<file path="src/rtl/pipe_reg_de_skid_pkg.sv">
// Shared definitions for the decode/execute skid pipeline register:
// control-bundle field offsets and the occupancy state encoding.
package pipe_reg_de_skid_pkg;

    localparam int CTRL_ALUSRC_LSB     = 0;
    localparam int CTRL_ALUSRC_W       = 2;
    localparam int CTRL_ALUCONTROL_LSB = 2;
    localparam int CTRL_ALUCONTROL_W   = 3;
    localparam int CTRL_BRANCH_BIT     = 5;
    localparam int CTRL_JUMP_BIT       = 6;
    localparam int CTRL_MEMWRITE_BIT   = 7;
    localparam int CTRL_RESULTSRC_LSB  = 8;
    localparam int CTRL_RESULTSRC_W    = 2;
    localparam int CTRL_REGWRITE_BIT   = 10;
    localparam int CTRL_PACKED_W       = 11;

    typedef enum logic [1:0] {
        ST_EMPTY = 2'd0,
        ST_ONE   = 2'd1,
        ST_FULL  = 2'd2
    } skid_state_e;

    function automatic logic [CTRL_PACKED_W-1:0] pack_ctrl(
        input logic       regwrite,
        input logic [1:0] resultsrc,
        input logic       memwrite,
        input logic       jump,
        input logic       branch,
        input logic [2:0] alucontrol,
        input logic [1:0] alusrc
    );
        logic [CTRL_PACKED_W-1:0] v;
        v = '0;
        v[CTRL_REGWRITE_BIT] = regwrite;
        v[CTRL_RESULTSRC_LSB +: CTRL_RESULTSRC_W] = resultsrc;
        v[CTRL_MEMWRITE_BIT] = memwrite;
        v[CTRL_JUMP_BIT] = jump;
        v[CTRL_BRANCH_BIT] = branch;
        v[CTRL_ALUCONTROL_LSB +: CTRL_ALUCONTROL_W] = alucontrol;
        v[CTRL_ALUSRC_LSB +: CTRL_ALUSRC_W] = alusrc;
        return v;
    endfunction

endpackage

</file>
<file path="src/rtl/pipe_reg_de_skid_sat_counter.sv">
// Saturating up-counter: steps by one on inc and sticks at all-ones.
module sat_counter #(
    parameter int CNT_W = 16
) (
    input  logic             clk,
    input  logic             rst_n,
    input  logic             inc,
    output logic [CNT_W-1:0] count
);

    logic [CNT_W-1:0] r_count;

    always_ff @(posedge clk or negedge rst_n) begin
        if (!rst_n) begin
            r_count <= '0;
        end else if (inc && (r_count != '1)) begin
            r_count <= r_count + CNT_W'(1);
        end
    end

    assign count = r_count;

endmodule

</file>
<file path="src/rtl/pipe_reg_de_skid.sv">
// Decode-to-execute pipeline register with a one-entry skid buffer, so that
// ready_d is purely registered while still sustaining one entry per cycle.
module pipe_reg_de_skid
    import pipe_reg_de_skid_pkg::*;
#(
    parameter int DATA_W = 160,
    parameter int CTRL_W = 11,
    parameter int REG_W  = 5,
    parameter int CNT_W  = 16
) (
    input  logic              clk,
    input  logic              rst_n,
    input  logic              clr_de,
    input  logic              valid_d,
    output logic              ready_d,
    input  logic [CTRL_W-1:0] ctrl_d,
    input  logic [DATA_W-1:0] data_d,
    input  logic [REG_W-1:0]  rd_d,
    input  logic [REG_W-1:0]  rs1_d,
    input  logic [REG_W-1:0]  rs2_d,
    output logic              valid_e,
    input  logic              ready_e,
    output logic [CTRL_W-1:0] ctrl_e,
    output logic [DATA_W-1:0] data_e,
    output logic [REG_W-1:0]  rd_e,
    output logic [REG_W-1:0]  rs1_e,
    output logic [REG_W-1:0]  rs2_e,
    output logic [CNT_W-1:0]  flush_cnt
);

    skid_state_e       r_state;
    logic              r_main_valid;
    logic [CTRL_W-1:0] r_main_ctrl;
    logic [DATA_W-1:0] r_main_data;
    logic [REG_W-1:0]  r_main_rd;
    logic [REG_W-1:0]  r_main_rs1;
    logic [REG_W-1:0]  r_main_rs2;
    logic              r_skid_valid;
    logic [CTRL_W-1:0] r_skid_ctrl;
    logic [DATA_W-1:0] r_skid_data;
    logic [REG_W-1:0]  r_skid_rd;
    logic [REG_W-1:0]  r_skid_rs1;
    logic [REG_W-1:0]  r_skid_rs2;

    logic w_in_fire;
    logic w_out_fire;
    logic w_flush_inc;

    assign ready_d     = ~r_skid_valid;
    assign w_in_fire   = valid_d & ready_d;
    assign w_out_fire  = r_main_valid & ready_e;
    assign w_flush_inc = clr_de & (r_state != ST_EMPTY);

    always_ff @(posedge clk or negedge rst_n) begin
        if (!rst_n) begin
            r_state      <= ST_EMPTY;
            r_main_valid <= 1'b0;
            r_main_ctrl  <= '0;
            r_main_data  <= '0;
            r_main_rd    <= '0;
            r_main_rs1   <= '0;
            r_main_rs2   <= '0;
            r_skid_valid <= 1'b0;
            r_skid_ctrl  <= '0;
            r_skid_data  <= '0;
            r_skid_rd    <= '0;
            r_skid_rs1   <= '0;
            r_skid_rs2   <= '0;
        end else if (clr_de) begin
            // Flush wins over everything; main data/indices stay for debug visibility.
            r_state      <= ST_EMPTY;
            r_main_valid <= 1'b0;
            r_main_ctrl  <= '0;
            r_skid_valid <= 1'b0;
            r_skid_ctrl  <= '0;
        end else begin
            case (r_state)
                ST_EMPTY: begin
                    if (w_in_fire) begin
                        r_state      <= ST_ONE;
                        r_main_valid <= 1'b1;
                        r_main_ctrl  <= ctrl_d;
                        r_main_data  <= data_d;
                        r_main_rd    <= rd_d;
                        r_main_rs1   <= rs1_d;
                        r_main_rs2   <= rs2_d;
                    end
                end
                ST_ONE: begin
                    if (w_in_fire && w_out_fire) begin
                        r_main_ctrl <= ctrl_d;
                        r_main_data <= data_d;
                        r_main_rd   <= rd_d;
                        r_main_rs1  <= rs1_d;
                        r_main_rs2  <= rs2_d;
                    end else if (w_in_fire) begin
                        r_state      <= ST_FULL;
                        r_skid_valid <= 1'b1;
                        r_skid_ctrl  <= ctrl_d;
                        r_skid_data  <= data_d;
                        r_skid_rd    <= rd_d;
                        r_skid_rs1   <= rs1_d;
                        r_skid_rs2   <= rs2_d;
                    end else if (w_out_fire) begin
                        r_state      <= ST_EMPTY;
                        r_main_valid <= 1'b0;
                    end
                end
                ST_FULL: begin
                    if (w_out_fire) begin
                        r_state      <= ST_ONE;
                        r_skid_valid <= 1'b0;
                        r_main_ctrl  <= r_skid_ctrl;
                        r_main_data  <= r_skid_data;
                        r_main_rd    <= r_skid_rd;
                        r_main_rs1   <= r_skid_rs1;
                        r_main_rs2   <= r_skid_rs2;
                    end
                end
                default: begin
                    r_state      <= ST_EMPTY;
                    r_main_valid <= 1'b0;
                    r_skid_valid <= 1'b0;
                end
            endcase
        end
    end

    // A bubble must never carry live write/branch controls into execute.
    assign valid_e = r_main_valid;
    assign ctrl_e  = r_main_valid ? r_main_ctrl : '0;
    assign data_e  = r_main_data;
    assign rd_e    = r_main_rd;
    assign rs1_e   = r_main_rs1;
    assign rs2_e   = r_main_rs2;

    sat_counter #(
        .CNT_W(CNT_W)
    ) u_flush_counter (
        .clk  (clk),
        .rst_n(rst_n),
        .inc  (w_flush_inc),
        .count(flush_cnt)
    );

endmodule

</file>
<file path="config.mk">
export PLATFORM = sky130hd
export DESIGN_NAME = pipe_reg_de_skid
export DESIGN_NICKNAME = d
export VERILOG_FILES = /design/src/rtl/pipe_reg_de_skid_pkg.sv /design/src/rtl/pipe_reg_de_skid_sat_counter.sv /design/src/rtl/pipe_reg_de_skid.sv
export SDC_FILE = /design/constraint.sdc
export NUM_CORES = 1
export LEC_CHECK = 0
export CAP_MARGIN = 10
export CORE_MARGIN = 2
export CORE_UTILIZATION = 46
export CTS_BUF_LIST = sky130_fd_sc_hd__clkbuf_4 sky130_fd_sc_hd__clkbuf_8 sky130_fd_sc_hd__clkbuf_16
export CTS_CLUSTER_SIZE = 12
export DETAILED_ROUTE_END_ITERATION = 10
export GPL_ROUTABILITY_DRIVEN = 0
export PLACE_DENSITY_LB_ADDON = 0.2
export SLEW_MARGIN = 15
export SYNTH_ARGS = -nofsm -noshare
export SYNTH_HDL_FRONTEND = slang
export SYNTH_SLANG_ARGS = --single-unit
</file>
<file path="constraint.sdc">
create_clock -name clk -period 2.11 [get_ports clk]
set_input_delay 0.3165 -clock clk [delete_from_list [all_inputs] [get_ports clk]]
set_output_delay 0.3165 -clock clk [all_outputs]
set_load 0.01 [all_outputs]
</file>
==> flow_metrics.py <==
metrics = {
    "clock_tree": {
        "h-tree-depth": 2,
        "cts_tree": "yes",
        "cts-root-buf": "clkbuf_16",
        "cts_buffer_depth": 3,
        "cts_sinks": 392,
        "clk_pin_slew_ns": 0.06,
        "cts_made_buffers": 44,
        "insertion_delay_ns": 0.54,
    },
    "detailed_routing": {
        "drtIter0Drc": 681,
        "wl_met3_microns": 2880,
        "post_drt_wl_per_cell_microns": 19.9,
        "vias": 12698,
        "dr.pass1.iters": 5,
        "dr_wl_met2_microns": 21800,
        "drc": 0,
        "m1WireLength_microns": 19400,
        "drtAntennaViolNets": 0,
        "top_layer": "met4",
        "drt-total-wl_microns": 45800,
        "viasPerCell": 5.51,
    },
    "timing": {
        "skew_ns": 0.00942,
        "fin_crit_sh_pct": 96.9,
        "relSlewSlack_pct": 48.9,
        "hold_ws_ns": 0.411,
        "setup_viol": 0,
        "maxSlewViolCount": 0,
        "period_needed_ns": 2.04,
        "hold_violations": 0,
        "max_freq_mhz": 489,
        "tightest_slew_ns": 0.767,
        "worst_slack_ns": 0.0659,
    },
    "synthesis": {
        "synthesis.nets": 1565,
        "ys_seq_elements": 392,
        "synth_cell_types": 37,
        "async_flop_share_pct": 100,
        "synth_seq_area_share_pct": 57.3,
        "synthCells": 1369,
        "synth_area_leaders": "dfrtp_1 57%, mux2_2 12%, mux2i_1 12%, a31oi_1 6.5%, a21oi_1 5.2%",
        "synth_top_area_cell": "dfrtp_1",
        "synth_flop_cell": "dfrtp_1",
        "synth_common_cells": "392 x dfrtp_1, 198 x mux2i_1, 182 x mux2_2",
        "syn_area_per_cell_sq_um": 12.5,
        "synth_area_sq_um": 17100,
        "synth_edf_count": 0,
        "ys_warn_count": 0,
        "yosys.cell_count.top_type": "dfrtp_1",
        "synth.top_cell.area_share_pct": 57.3,
    },
    "placed_design": {
        "place_ws_ns": -0.170,
        "numPortBuffers": 394,
        "dp_hpwl_microns": 31500,
    },
    "floorplanning": {
        "dieWidth_microns": 197,
        "core_sq_um": 36600,
        "fp.dieH_microns": 197,
        "die_area_sq_um": 38800,
        "rows": 70,
        "start_util_pct": 46.7,
        "io_pins": 395,
    },
    "setup_path": {
        "slowest_stage": "dfrtp_2",
        "r2r_slack_ns": 0.07,
        "path_cells": "inv_2, ha_2, buf_4, a221oi_4, buf_6, buf_12, buf_4, a21oi_1, a31oi_1",
        "end_kind": "flip-flop",
        "slowest_delay_ns": 0.42,
        "crit_type": "flip-flop to flip-flop",
        "cpMostUsedCell": "buf_4",
        "crit_fanout": 10,
        "r2r-start": "r_state[1]$_DFFE_PN0P_",
        "startpoint_type": "flip-flop",
        "critPathArrivalTime_ns": 2.49,
        "crit_required_ns": 2.56,
        "worst-r2r-cell-count": 9,
        "reg2reg_to": "data_e[117]$_DFFE_PN0P_",
    },
    "power_and_ir_drop": {
        "ir_drop_mv": 0.772,
        "power_uw": 34400,
        "powerDensity_nw_per_um2": 1430,
        "power.leakage_uw": 0.00970,
    },
    "grt": {
        "grt_max_degree": 80,
        "grt_pass1_vias": 12962,
        "grtUsageTotal_pct": 22.9,
        "grt_pass1_wl_microns": 71000,
        "grt_antenna_before_repair": 5,
        "grt.overflow.total": 0,
    },
    "outcome": {
        "status": "finished, final reports clean",
    },
    "finish": {
        "syn_to_final_growth_pct": 40.7,
        "layout.nets": 2006,
        "fill_cells": 2794,
        "multi_input_area_sq_um": 6800,
        "register_area_sq_um": 9810,
        "drive_gt1_share_pct": 21.0,
    },
    "worst_hold_path": {
        "holdCritPathClass": "input pin to asynchronous set/reset pin",
    },
    "job": {
        "drv_cap": 0,
    },
}
-- flip-flops by register name, summed over array words and instances (netlist names) --
name / cells
r_main_ctrl: 11
rs2_e: 5
valid_e: 1
rd_e: 5
u_flush_counter.count: 16
r_skid_rd: 5
data_e: 160
r_state: 2
r_skid_ctrl: 11
rs1_e: 5
r_skid_data: 160
r_skid_valid: 1
r_skid_rs2: 5
r_skid_rs1: 5
-- per-stage QoR --
| step | area, sq um | cells | utilization [%] | TNS [ns] |
|---|---|---|---|---|
| global placement | 22500 | 2222 | 61.5 | -25.54 |
| floorplan | 17100 | 1369 | - | 0 |
| detailed placement | 22500 | 2222 | 61.5 | -30.21 |
| finish | 24100 | 2303 | 65.8 | 0 |
| global route | 24100 | 2301 | 65.8 | -0.669 |
| CTS | 23900 | 2289 | 65.2 | 0 |
-- critical path: cells and delay by family, from the launching register on --
kind	cells	cell delay, ns
buffers and inverters	5	0.76
AOI/OAI and AO/OA	3	0.56
DFF	1	0.42
adders and majority gates	1	0.19
-- worst max-delay path by stage --
stage                                 startpoint                                     to  slack [ns]
after floorplan           r_state[0]$_DFFE_PN0P_  u_flush_counter.count[14]$_DFFE_PN0P_        0.02
after global placement                   valid_d           r_skid_data[105]$_DFFE_PN0P_       -0.16
after detailed placement                 valid_d           r_skid_data[106]$_DFFE_PN0P_       -0.17
after CTS                 r_state[1]$_DFFE_PN0P_  u_flush_counter.count[14]$_DFFE_PN0P_        0.02
after global routing      r_state[0]$_DFFE_PN0P_                 data_e[24]$_DFFE_PN0P_       -0.04
final                     r_state[1]$_DFFE_PN0P_                data_e[117]$_DFFE_PN0P_        0.07
-- layout by cell type (no fill, tap or decap), types with 2 or more instances in the layout --
master	instances
a21oi_1	176
a31oi_1	177
and2_1	11
buf_12	40
buf_4	74
buf_6	6
clkbuf_16	48
clkbuf_4	10
clkbuf_8	8
clkdlybuf4s50_1	387
dfrtp_1	391
diode_2	6
dlymetal6s2s_1	6
ha_1	2
ha_4	2
inv_1	4
mux2_2	182
mux2i_1	198
nand2_1	11
nand2b_1	3
nand3_1	6
nand4_1	5
nand4b_1	2
nor2_1	21
nor2_4	2
nor3_1	5
nor3b_1	2
nor4_1	2
o21ai_0	8
o2bb2ai_1	11
xor2_1	6
-- cell families after synthesis --
| group | share of synthesized area, % |
|---|---|
| AO/OA/AOI/OAI | 12.8 |
| XOR/XNOR | 0.307 |
| adder cells (fa/ha/maj) | 0.366 |
| buffers and inverters | 3.24 |
| flip-flops | 57.3 |
| multiplexers | 23.6 |
| AND/OR/NAND/NOR | 2.43 |
-- timing repair --
item	CTS	global route
hold buffers	1	0
setup endpoints to repair	161	330
endpoints found under the hold margin	59	0
pin swaps	0	2
gates resized for setup	2	18
buffers inserted	1	5
gates cloned	0	3
-- area by class of cell --
cell class	count	area share (%)
diodes	6	0.0623
clock buffers	63	5.45
clock inverters	2	0.161
inverters	5	0.0779
multi-input cells	848	28.2
flip-flops and latches	392	40.7
well taps	468	2.43
repair buffers	519	22.8
-- power breakdown --
group	internal, uW	total [uW]	switching, uW
sequential	11100	13000	1970
combinational	7870	14100	6240
clock	4380	7240	2870
-- routing by layer --
metal	up-vias	GRT usage [%]
met5	-	0
met4	0	9.83
met3	101	5.51
met2	363	36.9
met1	6266	29.6
li1	5968	-
Power figures use the tool's default switching activity.
